[config.mk]
export PLATFORM = sky130hd
export DESIGN_NAME = id_ex_stage_reg_flat
export DESIGN_NICKNAME = d
export VERILOG_FILES = /design/src/rtl/id_ex_stage_reg_if.sv /design/src/rtl/id_ex_stage_reg.sv /design/src/flat_wrapper.sv
export SDC_FILE = /design/constraint.sdc
export NUM_CORES = 1
export LEC_CHECK = 0
export ABC_AREA = 1
export BUFFER_PORTS_ARGS = -buffer_cell sky130_fd_sc_hd__buf_2
export CAP_MARGIN = 20
export CORE_AREA = 2 2 110 138
export DETAILED_ROUTE_END_ITERATION = 16
export DIE_AREA = 0 0 112 140
export GPL_TIMING_DRIVEN = 1
export HOLD_SLACK_MARGIN = 0.02
export PLACE_DENSITY = 0.8
export SLEW_MARGIN = 20
export SYNTH_ARGS = -nofsm -noshare
export SYNTH_HDL_FRONTEND = slang
export SYNTH_SLANG_ARGS = --single-unit
[constraint.sdc]
create_clock -name clk -period 1.9 [get_ports clk]
set_input_delay 0.57 -clock clk [delete_from_list [all_inputs] [get_ports clk]]
set_output_delay 0.57 -clock clk [all_outputs]
set_load 0.01 [all_outputs]
[src/rtl/id_ex_stage_reg_if.sv]
// ID/EX stage register bus: ID-side operands and control in,
// registered EX-side fields, stall and bubble count out.
interface id_ex_stage_reg_if #(
  parameter int DATA_W = 32,
  parameter int REG_AW = 5,
  parameter int CNT_W  = 16
);
  logic              id_valid;
  logic [REG_AW-1:0] id_rs;
  logic [REG_AW-1:0] id_rt;
  logic [REG_AW-1:0] id_rd;
  logic              id_uses_rt;
  logic [DATA_W-1:0] id_rd1;
  logic [DATA_W-1:0] id_rd2;
  logic [DATA_W-1:0] id_imm;
  logic              id_ctl_reg_write;
  logic              id_ctl_mem_read;
  logic              id_ctl_mem_write;
  logic              id_ctl_mem_to_reg;
  logic              id_ctl_alu_src;
  logic              id_ctl_reg_dst;
  logic [3:0]        id_ctl_alu_op;
  logic              wb_reg_write;
  logic [REG_AW-1:0] wb_addr;
  logic [DATA_W-1:0] wb_data;
  logic              flush;
  logic              ex_stall;
  logic              stall;
  logic              id_ex_valid;
  logic [REG_AW-1:0] id_ex_rs;
  logic [REG_AW-1:0] id_ex_rt;
  logic [REG_AW-1:0] id_ex_write_reg_addr;
  logic [DATA_W-1:0] id_ex_rd1;
  logic [DATA_W-1:0] id_ex_rd2;
  logic [DATA_W-1:0] id_ex_imm;
  logic              id_ex_reg_write;
  logic              id_ex_mem_read;
  logic              id_ex_mem_write;
  logic              id_ex_mem_to_reg;
  logic              id_ex_alu_src;
  logic [3:0]        id_ex_alu_op;
  logic [CNT_W-1:0]  bubble_cnt;

  modport master (
    output id_valid, id_rs, id_rt, id_rd,
    output id_uses_rt, id_rd1, id_rd2, id_imm,
    output id_ctl_reg_write, id_ctl_mem_read,
    output id_ctl_mem_write, id_ctl_mem_to_reg,
    output id_ctl_alu_src, id_ctl_reg_dst,
    output id_ctl_alu_op,
    output wb_reg_write, wb_addr, wb_data,
    output flush, ex_stall,
    input  stall, id_ex_valid,
    input  id_ex_rs, id_ex_rt,
    input  id_ex_write_reg_addr,
    input  id_ex_rd1, id_ex_rd2, id_ex_imm,
    input  id_ex_reg_write, id_ex_mem_read,
    input  id_ex_mem_write, id_ex_mem_to_reg,
    input  id_ex_alu_src, id_ex_alu_op,
    input  bubble_cnt
  );

  modport slave (
    input  id_valid, id_rs, id_rt, id_rd,
    input  id_uses_rt, id_rd1, id_rd2, id_imm,
    input  id_ctl_reg_write, id_ctl_mem_read,
    input  id_ctl_mem_write, id_ctl_mem_to_reg,
    input  id_ctl_alu_src, id_ctl_reg_dst,
    input  id_ctl_alu_op,
    input  wb_reg_write, wb_addr, wb_data,
    input  flush, ex_stall,
    output stall, id_ex_valid,
    output id_ex_rs, id_ex_rt,
    output id_ex_write_reg_addr,
    output id_ex_rd1, id_ex_rd2, id_ex_imm,
    output id_ex_reg_write, id_ex_mem_read,
    output id_ex_mem_write, id_ex_mem_to_reg,
    output id_ex_alu_src, id_ex_alu_op,
    output bubble_cnt
  );
endinterface

[src/rtl/id_ex_stage_reg.sv]
// ID/EX pipeline register with load-use hazard
// detection, WB bypass and saturating bubble count.
module id_ex_stage_reg #(
  parameter int DATA_W = 32,
  parameter int REG_AW = 5,
  parameter int CNT_W  = 16
) (
  input logic         clk,
  input logic         rst_n,
  id_ex_stage_reg_if.slave bus
);

  typedef struct packed {
    logic              valid;
    logic [REG_AW-1:0] rs;
    logic [REG_AW-1:0] rt;
    logic [REG_AW-1:0] wra;
    logic [DATA_W-1:0] rd1;
    logic [DATA_W-1:0] rd2;
    logic [DATA_W-1:0] imm;
    logic              reg_write;
    logic              mem_read;
    logic              mem_write;
    logic              mem_to_reg;
    logic              alu_src;
    logic [3:0]        alu_op;
  } id_ex_t;

  id_ex_t           q;
  id_ex_t           cap;
  logic [CNT_W-1:0] cnt;
  logic             hz;
  logic             byp1;
  logic             byp2;
  logic             wb_hit;

  // load in EX whose destination is read by the ID instruction
  always_comb begin
    hz = 1'b0;
    if (q.valid && q.mem_read && (q.wra != '0)
        && bus.id_valid) begin
      hz = (q.wra == bus.id_rs)
         | (bus.id_uses_rt & (q.wra == bus.id_rt));
    end
  end

  assign bus.stall = rst_n & ~bus.flush
                   & (bus.ex_stall | hz);

  assign wb_hit = bus.wb_reg_write
                & (bus.wb_addr != '0);
  assign byp1 = wb_hit & (bus.wb_addr == bus.id_rs);
  assign byp2 = wb_hit & (bus.wb_addr == bus.id_rt);

  // next-capture bundle from ID with WB bypass applied
  always_comb begin
    cap            = '0;
    cap.valid      = bus.id_valid;
    cap.rs         = bus.id_rs;
    cap.rt         = bus.id_rt;
    cap.wra        = bus.id_ctl_reg_dst ? bus.id_rd
                                        : bus.id_rt;
    cap.rd1        = byp1 ? bus.wb_data : bus.id_rd1;
    cap.rd2        = byp2 ? bus.wb_data : bus.id_rd2;
    cap.imm        = bus.id_imm;
    cap.reg_write  = bus.id_ctl_reg_write;
    cap.mem_read   = bus.id_ctl_mem_read;
    cap.mem_write  = bus.id_ctl_mem_write;
    cap.mem_to_reg = bus.id_ctl_mem_to_reg;
    cap.alu_src    = bus.id_ctl_alu_src;
    cap.alu_op     = bus.id_ctl_alu_op;
  end

  // flush > hold > hazard bubble > capture
  always_ff @(posedge clk or negedge rst_n) begin
    if (!rst_n) begin
      q   <= '0;
      cnt <= '0;
    end else if (bus.flush) begin
      q <= '0;
    end else if (bus.ex_stall) begin
      q <= q;
    end else if (hz) begin
      q <= '0;
      if (cnt != '1) cnt <= cnt + CNT_W'(1);
    end else begin
      q <= cap;
    end
  end

  assign bus.id_ex_valid          = q.valid;
  assign bus.id_ex_rs             = q.rs;
  assign bus.id_ex_rt             = q.rt;
  assign bus.id_ex_write_reg_addr = q.wra;
  assign bus.id_ex_rd1            = q.rd1;
  assign bus.id_ex_rd2            = q.rd2;
  assign bus.id_ex_imm            = q.imm;
  assign bus.id_ex_reg_write      = q.reg_write;
  assign bus.id_ex_mem_read       = q.mem_read;
  assign bus.id_ex_mem_write      = q.mem_write;
  assign bus.id_ex_mem_to_reg     = q.mem_to_reg;
  assign bus.id_ex_alu_src        = q.alu_src;
  assign bus.id_ex_alu_op         = q.alu_op;
  assign bus.bubble_cnt           = cnt;

endmodule

[src/flat_wrapper.sv]
// flat-port wrapper written by rule: the top's interface ports become plain ports
module id_ex_stage_reg_flat 
#(
  parameter int DATA_W = 32,
  parameter int REG_AW = 5,
  parameter int CNT_W  = 16
)
  (clk, rst_n, bus_id_valid, bus_id_rs, bus_id_rt, bus_id_rd, bus_id_uses_rt, bus_id_rd1, bus_id_rd2, bus_id_imm, bus_id_ctl_reg_write, bus_id_ctl_mem_read, bus_id_ctl_mem_write, bus_id_ctl_mem_to_reg, bus_id_ctl_alu_src, bus_id_ctl_reg_dst, bus_id_ctl_alu_op, bus_wb_reg_write, bus_wb_addr, bus_wb_data, bus_flush, bus_ex_stall, bus_stall, bus_id_ex_valid, bus_id_ex_rs, bus_id_ex_rt, bus_id_ex_write_reg_addr, bus_id_ex_rd1, bus_id_ex_rd2, bus_id_ex_imm, bus_id_ex_reg_write, bus_id_ex_mem_read, bus_id_ex_mem_write, bus_id_ex_mem_to_reg, bus_id_ex_alu_src, bus_id_ex_alu_op, bus_bubble_cnt);
  id_ex_stage_reg_if #(.DATA_W(DATA_W), .REG_AW(REG_AW), .CNT_W(CNT_W)) bus_i ();
  input logic clk;
  input logic rst_n;
  input wire logic [$bits(bus_i.id_valid)-1:0] bus_id_valid;
  input wire logic [$bits(bus_i.id_rs)-1:0] bus_id_rs;
  input wire logic [$bits(bus_i.id_rt)-1:0] bus_id_rt;
  input wire logic [$bits(bus_i.id_rd)-1:0] bus_id_rd;
  input wire logic [$bits(bus_i.id_uses_rt)-1:0] bus_id_uses_rt;
  input wire logic [$bits(bus_i.id_rd1)-1:0] bus_id_rd1;
  input wire logic [$bits(bus_i.id_rd2)-1:0] bus_id_rd2;
  input wire logic [$bits(bus_i.id_imm)-1:0] bus_id_imm;
  input wire logic [$bits(bus_i.id_ctl_reg_write)-1:0] bus_id_ctl_reg_write;
  input wire logic [$bits(bus_i.id_ctl_mem_read)-1:0] bus_id_ctl_mem_read;
  input wire logic [$bits(bus_i.id_ctl_mem_write)-1:0] bus_id_ctl_mem_write;
  input wire logic [$bits(bus_i.id_ctl_mem_to_reg)-1:0] bus_id_ctl_mem_to_reg;
  input wire logic [$bits(bus_i.id_ctl_alu_src)-1:0] bus_id_ctl_alu_src;
  input wire logic [$bits(bus_i.id_ctl_reg_dst)-1:0] bus_id_ctl_reg_dst;
  input wire logic [$bits(bus_i.id_ctl_alu_op)-1:0] bus_id_ctl_alu_op;
  input wire logic [$bits(bus_i.wb_reg_write)-1:0] bus_wb_reg_write;
  input wire logic [$bits(bus_i.wb_addr)-1:0] bus_wb_addr;
  input wire logic [$bits(bus_i.wb_data)-1:0] bus_wb_data;
  input wire logic [$bits(bus_i.flush)-1:0] bus_flush;
  input wire logic [$bits(bus_i.ex_stall)-1:0] bus_ex_stall;
  output wire logic [$bits(bus_i.stall)-1:0] bus_stall;
  output wire logic [$bits(bus_i.id_ex_valid)-1:0] bus_id_ex_valid;
  output wire logic [$bits(bus_i.id_ex_rs)-1:0] bus_id_ex_rs;
  output wire logic [$bits(bus_i.id_ex_rt)-1:0] bus_id_ex_rt;
  output wire logic [$bits(bus_i.id_ex_write_reg_addr)-1:0] bus_id_ex_write_reg_addr;
  output wire logic [$bits(bus_i.id_ex_rd1)-1:0] bus_id_ex_rd1;
  output wire logic [$bits(bus_i.id_ex_rd2)-1:0] bus_id_ex_rd2;
  output wire logic [$bits(bus_i.id_ex_imm)-1:0] bus_id_ex_imm;
  output wire logic [$bits(bus_i.id_ex_reg_write)-1:0] bus_id_ex_reg_write;
  output wire logic [$bits(bus_i.id_ex_mem_read)-1:0] bus_id_ex_mem_read;
  output wire logic [$bits(bus_i.id_ex_mem_write)-1:0] bus_id_ex_mem_write;
  output wire logic [$bits(bus_i.id_ex_mem_to_reg)-1:0] bus_id_ex_mem_to_reg;
  output wire logic [$bits(bus_i.id_ex_alu_src)-1:0] bus_id_ex_alu_src;
  output wire logic [$bits(bus_i.id_ex_alu_op)-1:0] bus_id_ex_alu_op;
  output wire logic [$bits(bus_i.bubble_cnt)-1:0] bus_bubble_cnt;
  assign bus_i.id_valid = bus_id_valid;
  assign bus_i.id_rs = bus_id_rs;
  assign bus_i.id_rt = bus_id_rt;
  assign bus_i.id_rd = bus_id_rd;
  assign bus_i.id_uses_rt = bus_id_uses_rt;
  assign bus_i.id_rd1 = bus_id_rd1;
  assign bus_i.id_rd2 = bus_id_rd2;
  assign bus_i.id_imm = bus_id_imm;
  assign bus_i.id_ctl_reg_write = bus_id_ctl_reg_write;
  assign bus_i.id_ctl_mem_read = bus_id_ctl_mem_read;
  assign bus_i.id_ctl_mem_write = bus_id_ctl_mem_write;
  assign bus_i.id_ctl_mem_to_reg = bus_id_ctl_mem_to_reg;
  assign bus_i.id_ctl_alu_src = bus_id_ctl_alu_src;
  assign bus_i.id_ctl_reg_dst = bus_id_ctl_reg_dst;
  assign bus_i.id_ctl_alu_op = bus_id_ctl_alu_op;
  assign bus_i.wb_reg_write = bus_wb_reg_write;
  assign bus_i.wb_addr = bus_wb_addr;
  assign bus_i.wb_data = bus_wb_data;
  assign bus_i.flush = bus_flush;
  assign bus_i.ex_stall = bus_ex_stall;
  assign bus_stall = bus_i.stall;
  assign bus_id_ex_valid = bus_i.id_ex_valid;
  assign bus_id_ex_rs = bus_i.id_ex_rs;
  assign bus_id_ex_rt = bus_i.id_ex_rt;
  assign bus_id_ex_write_reg_addr = bus_i.id_ex_write_reg_addr;
  assign bus_id_ex_rd1 = bus_i.id_ex_rd1;
  assign bus_id_ex_rd2 = bus_i.id_ex_rd2;
  assign bus_id_ex_imm = bus_i.id_ex_imm;
  assign bus_id_ex_reg_write = bus_i.id_ex_reg_write;
  assign bus_id_ex_mem_read = bus_i.id_ex_mem_read;
  assign bus_id_ex_mem_write = bus_i.id_ex_mem_write;
  assign bus_id_ex_mem_to_reg = bus_i.id_ex_mem_to_reg;
  assign bus_id_ex_alu_src = bus_i.id_ex_alu_src;
  assign bus_id_ex_alu_op = bus_i.id_ex_alu_op;
  assign bus_bubble_cnt = bus_i.bubble_cnt;
  id_ex_stage_reg #(.DATA_W(DATA_W), .REG_AW(REG_AW), .CNT_W(CNT_W)) u_core (.clk(clk), .rst_n(rst_n), .bus(bus_i));
endmodule
==> flow_summary.yaml, run 1 <==
power_and_ir_drop:
  cellLeakagePower_nw: 5.65
  ir_drop_v: 0.000595
  clockPowerShare_pct: 42.9
  internal-power_mw: 5.34
  p_comb_share_pct: 14.5
  p_per_area_mw_per_mm2: 798
  p_total_mw: 7.42
  seq_power_share_pct: 42.5
  switching_share_pct: 28.0
  power_switching_mw: 2.08
critical_path:
  worstSetupStartpointType: "register"
  cp_top_family: "simple AND/OR/NAND/NOR gates"
  crit_chain: "inv_2 -> nand2_1 -> nand2_1 -> nor2_2 -> nand3_2 -> nand2_2 -> nand2_2 -> a21oi_2 -> buf_2"
  critPathCaptureType: "output pin"
  required_ns: 1.33
  cp_max_fo: 4
  crit_slowest_cell: "dfrtp_1"
  max_stage_delay_ns: 0.42
  critical_path_class: "reg2out"
  cp.arrival_ns: 1.68
  crit_buf_inv: 2
sta:
  fmax_mhz: 444
  hold_viol_final: 0
  slew_headroom_pct: 50.8
  period_share_pct: 119
  fin_skew_ns: 0.00641
  fin_ws_ns: -0.352
  worst_slew_pin_slew_ns: 0.737
  finalSetupTns_ns: -0.352
  hold_slack_ns: 0.299
  finalSetupViolCount: 1
  drv_slew: 0
  rsz0062_at_grt: "yes"
  min_period_ns: 2.25
global_routing:
  antenna_found_initial: 0
  grt_pass1_vias: 7107
  grt_overflow: 0
  grt.total_usage_pct: 27.4
  grt_pass1_wl_um: 34500
  grt_max_degree: 138
detailed_routing:
  ant_nets: 0
  drc: 0
  drt_pre_antenna_iters: 5
  wl_per_cell_um: 15.1
  drt-total-wl_um: 21700
  routed.top_layer: "met4"
  drt_iter0_markers: 575
  wl_met2_um: 10800
  wl_met1_um: 8440
  avgViaCountPerCell: 5.05
  met3_length_um: 1550
  vias: 7256
die:
  die_w_um: 112
  fp.dieH_um: 140
  core_area_mm2: 0.0143
  dieArea_mm2: 0.0157
  rows: 49
  start_util_pct: 47.1
  io_pins: 303
cts:
  clk_latency_ns: 0.42
  postCtsHoldBufs: 0
  cts_buffers: 17
  cts_tree: "built"
  clockBufferDepth: 2
  clk_pin_slew_ns: 0.06
  h-tree-depth: 4
  clockRootBuffer: "clkbuf_16"
  cts.sinks: 137
cells_and_area:
  multi_input_area_mm2: 0.00304
  nets: 1413
  fillers: 1279
  seq_area_mm2: 0.00343
  n_antenna_cell: 0
  fin_cells: 1438
  layout-drive-gt1-share_pct: 32.3
  syn_to_final_growth_pct: 37.5
place:
  place_congestion: 0.896
  pre_cts_ws_ns: -0.198
  dp_hpwl_um: 15400
  dp_cells: 1401
  io_buffers: 302
min_path:
  hold_path_class: "in2async"
status:
  violations: "negative setup slack"
  status: "finished, violations left"
yosys:
  synth_cell_types: 27
  synth_cells: 926
  synth.avg_cell_area_um2: 7.29
  synth.net_count: 1092
  syn-cell-area_mm2: 0.00675
  ys_ff_latch: 137
  synth-warning-count: 0
  synth_seq_area_share_pct: 50.8
flow_run:
  drv_cap: 0
area by class of cell:
cell class                 count  area share [%]
clock buffer                  19            4.77
clock inverter                13            1.32
inverter                      28            1.14
multi-input combinational    717            32.7
sequential                   137            36.9
tap                          178            2.40
timing repair buffer         346            20.7
cells in the mapped netlist, drive strengths merged:
cell type | n | share of area (%)
nand2 | 557 | 31
dfrtp | 137 | 51
nand3 | 77 | 5.8
inv | 27 | 1.5
nor2 | 27 | 1.6
buf | 22 | 2.0
clkbuf | 22 | 1.2
o21ai | 15 | 1.1
xor2 | 13 | 1.7
xnor2 | 12 | 1.6
o22ai | 5 | 0.46
nand4 | 4 | 0.46
nor3 | 4 | 0.37
a21oi | 1 | 0.074
clkinv | 1 | 0.056
ha | 1 | 0.19
nand3b | 1 | 0.11
final timing paths:
kind                                               startpoint  slack [ns]  cells after the start                                 end
hold / removal                                          rst_n        0.30                      2              u_core.bus.id_ex_rt[4]
hold reg to reg                      u_core.bus.id_ex_rd2[10]        0.47                      2            u_core.bus.id_ex_rd2[10]
min in group clk                               bus_id_imm[11]        0.34                      3            u_core.bus.id_ex_imm[11]
setup / recovery           u_core.bus.id_ex_write_reg_addr[3]       -0.35                      9                           bus_stall
setup reg to reg           u_core.bus.id_ex_write_reg_addr[3]        0.10                     14           u_core.bus.bubble_cnt[12]
max in group asynchronous                               rst_n        1.05                      2  u_core.bus.id_ex_write_reg_addr[0]
metrics by stage:
step                util (%)  cell area, um2
floorplan                  -            6750
global placement        60.3            8660
detailed placement      60.3            8660
CTS                     64.5            9250
global route            64.7            9290
finish                  64.7            9290
power by group through the flow:
stage	clock network, mW	logic, mW	registers, mW
after floorplan	0	0.387	3.28
after global placement	0	1.05	3.20
after detailed placement	0	1.06	3.20
after CTS	3.23	1.07	3.15
after global routing	3.34	1.19	3.17
final	3.18	1.08	3.16
metal layers:
metal  vias to the layer above  track usage, %
met2                       339            46.1
li1                       3497               -
met3                        62            5.54
met5                         -               0
met4                         0            14.0
met1                      3358            33.6
cells by family (layout without fill, tap and decap cells):
kind of cell | Yosys count | after routing | synth area share [%]
AND/OR/NAND/NOR | 670 | 670 | 39.4
flip-flops | 137 | 137 | 50.8
buffers and inverters | 72 | 406 | 4.80
XOR/XNOR | 25 | 25 | 3.24
AO/OA/AOI/OAI | 21 | 21 | 1.65
adder cells (fa/ha/maj) | 1 | 1 | 0.185
placed cells by master (no fill, tap or decap), drive strengths merged:
master,instances
o22ai,5
a21oi,1
nand3b,1
clkbuf,19
o21ai,15
nand2,557
xor2,13
nand3,77
nor3,4
xnor2,12
bufinv,1
nand4,4
inv,28
nor2,27
clkinv,5
clkinvlp,7
dfrtp,137
buf,346
ha,1
worst reg2reg max path: stages, from the launching register on:
cell and delay [ns]:
dfrtp_1 0.42, inv_2 0.09, nand2_1 0.07, nand2_1 0.06, nor2_2 0.12, nand3_2 0.09
nand2_2 0.10, buf_4 0.11, buf_4 0.09, buf_4 0.11, nand3_1 0.08, nor2_2 0.12
buf_4 0.18, nand2_1 0.06, nand2_1 0.05
what timing repair did:
item,4_1_cts,5_1_grt
endpoints found under the setup margin,1,70
pin swaps,4,3
resized for setup,3,8
buffers inserted,3,2
(Power assumes the default switching activity.)
==> run 2, diff against run 1 <==
--- a/config.mk
+++ b/config.mk
@@ -6,7 +6,7 @@
 export NUM_CORES = 1
 export LEC_CHECK = 0
 export ABC_AREA = 1
-export BUFFER_PORTS_ARGS = -buffer_cell sky130_fd_sc_hd__buf_2
+export BUFFER_PORTS_ARGS = -buffer_cell sky130_fd_sc_hd__buf_4
 export CAP_MARGIN = 20
 export CORE_AREA = 2 2 110 138
 export DETAILED_ROUTE_END_ITERATION = 16
==> flow_summary.yaml, run 2 (same netlist as run 1, synthesis figures left out) <==
status:
  status: "finished, violations left"
  violations: "negative setup slack"
cells_and_area:
  mostFrequentLayoutCell: "nand2_1"
  fin_cells: 1439
  layout-drive-gt1-share_pct: 32.4
  most-common-layout-cells: "nand2_1, buf_4, dfrtp_1, nand3_1, nor2_1"
  syn_to_final_growth_pct: 50.3
  nets: 1415
  n_antenna_cell: 0
  fillers: 1181
sta:
  period_share_pct: 116
  drv_slew: 0
  worst_slew_pin_slew_ns: 0.788
  finalSetupViolCount: 1
  min_period_ns: 2.21
  fmax_mhz: 453
  fin_ws_ns: -0.308
  hold_viol_final: 0
  slew_headroom_pct: 47.5
  hold_slack_ns: 0.242
  fin_skew_ns: 0.00771
  rsz0062_at_grt: "yes"
power_and_ir_drop:
  p_total_mw: 7.98
  cellLeakagePower_nw: 5.89
  ir_drop_v: 0.000556
  p_per_area_mw_per_mm2: 786
critical_path:
  cp_top_family: "simple AND/OR/NAND/NOR gates"
  crit_buf_inv: 2
  worst_r2r_path_depth: 9
  critPathCaptureType: "output pin"
  r2r_setup_slack_ns: 0.17
  rr_endpoint: "u_core.bus.bubble_cnt[10]"
  worstSetupStartpointType: "register"
  regToRegStartpoint: "u_core.bus.bubble_cnt[1]"
  cp_max_fo: 4
  crit_slowest_cell: "dfrtp_1"
  crit_chain: "inv_2 -> nand2_2 -> nand2_1 -> nor2_1 -> nand3_1 -> nand2_2 -> nand2_2 -> a21oi_2 -> buf_4"
  max_stage_delay_ns: 0.43
  cp_common_cell: "nand2_2"
  required_ns: 1.33
  cp.arrival_ns: 1.64
  critical_path_class: "reg2out"
detailed_routing:
  avgViaCountPerCell: 4.99
  drt-total-wl_um: 22700
  wl_per_cell_um: 15.8
  ant_nets: 0
  drt_iter0_markers: 619
  vias: 7186
  drt_pre_antenna_iters: 5
  drc: 0
cts:
  h-tree-depth: 4
  clk_latency_ns: 0.42
  clockBufferDepth: 2
  cts.sinks: 137
  clk_pin_slew_ns: 0.06
  cts_tree: "built"
  clockRootBuffer: "clkbuf_16"
  cts_buffers: 17
global_routing:
  grt_pass1_wl_um: 35700
  gr-usage-met3_pct: 7.92
  use_met1_pct: 33.2
  grt.total_usage_pct: 28.6
  grt_max_degree: 138
  antenna_found_initial: 0
  grt_overflow: 0
  grt_use_met2_pct: 49.6
  grt_busiest_layer: "met2"
  grt_pass1_vias: 7111
place:
  pre_cts_ws_ns: -0.163
  dp_hpwl_um: 16200
  io_buffers: 302
  place_congestion: 0.915
  dp_cells: 1404
die:
  rows: 49
  die_w_um: 112
  dieArea_mm2: 0.0157
  start_util_pct: 47.1
  fp.dieH_um: 140
  core_area_mm2: 0.0143
  io_pins: 303
flow_run:
  drv_cap: 0
min_path:
  hold_path_class: "in2async"
-- run 2: changes by cell type in the layout (fill, tap and decap cells not counted), moves of 2 or more --
cell        previous run  this run
buf_4                 37       340
buf_2                301         0
clkinvlp_4             7         3
bufinv_16              1         4
nor2_2                 9         6
clkbuf_8               1         3
inv_6                  2         0
nand2_1              554       552
nand2_2                3         5
nor2_1                17        19
-- run 2: worst max-delay path by stage --
| stage | slack, ns | startpoint | to | cells past startpoint |
|---|---|---|---|---|
| after global placement | -0.17 | bus_id_rt[4] | bus_stall | 10 |
| after floorplan | 0.09 | bus_id_rt[4] | bus_stall | 8 |
| final | -0.31 | u_core.bus.id_ex_write_reg_addr[3] | bus_stall | 9 |
| after global routing | -0.39 | u_core.bus.id_ex_write_reg_addr[3] | bus_stall | 9 |
| after CTS | -0.32 | u_core.bus.id_ex_write_reg_addr[2] | bus_stall | 9 |
| after detailed placement | -0.16 | bus_id_rt[4] | bus_stall | 10 |
-- run 2: timing repair --
item,CTS,global route
pin swaps,3,1
resized for setup,4,8
setup buffers,3,1
hold buffers,0,0
cloned,0,0
endpoints found under the setup margin,1,17
-- run 2: cell type report --
class	count	area [um2]	share of cell area (%)
Clock buffer	20	467	4.60
Clock inverter	11	170	1.68
Inverter	28	106	1.05
Multi-Input combinational cell	717	3050	30.0
Sequential cell	137	3430	33.8
Tap cell	178	223	2.19
Timing Repair Buffer	348	2700	26.6
-- run 2: worst reg2reg max path, cell delays in order (launching register included) --
cell	delay, ns
dfrtp_1	0.42
ha_1	0.26
nand3_2	0.16
nor3_4	0.18
nand3b_1	0.14
nand3_1	0.12
nor2_2	0.04
buf_4	0.16
nand2_1	0.07
nand2_1	0.06
-- run 2: per-layer routing --
layer  share of wire, %  routed length (um)
met3                8.4                1910
met1                 37                8440
met5                  0                   0
met2                 50               11400
met4                3.9                 891
-- run 2: through the flow --
stage	utilization [%]	TNS, ns	cell area [um2]
2_1_floorplan	-	0	6750
3_3_place_gp	65.8	-1.28	9450
3_5_place_dp	65.8	-4.23	9450
4_1_cts	70.5	-0.320	10100
5_1_grt	70.7	-0.386	10100
6_report	70.7	-0.308	10100
-- run 2: power by group --
part,switching (mW),internal (mW)
clock network,1.26,2.29
registers,0.0952,3.07
logic,0.656,0.607
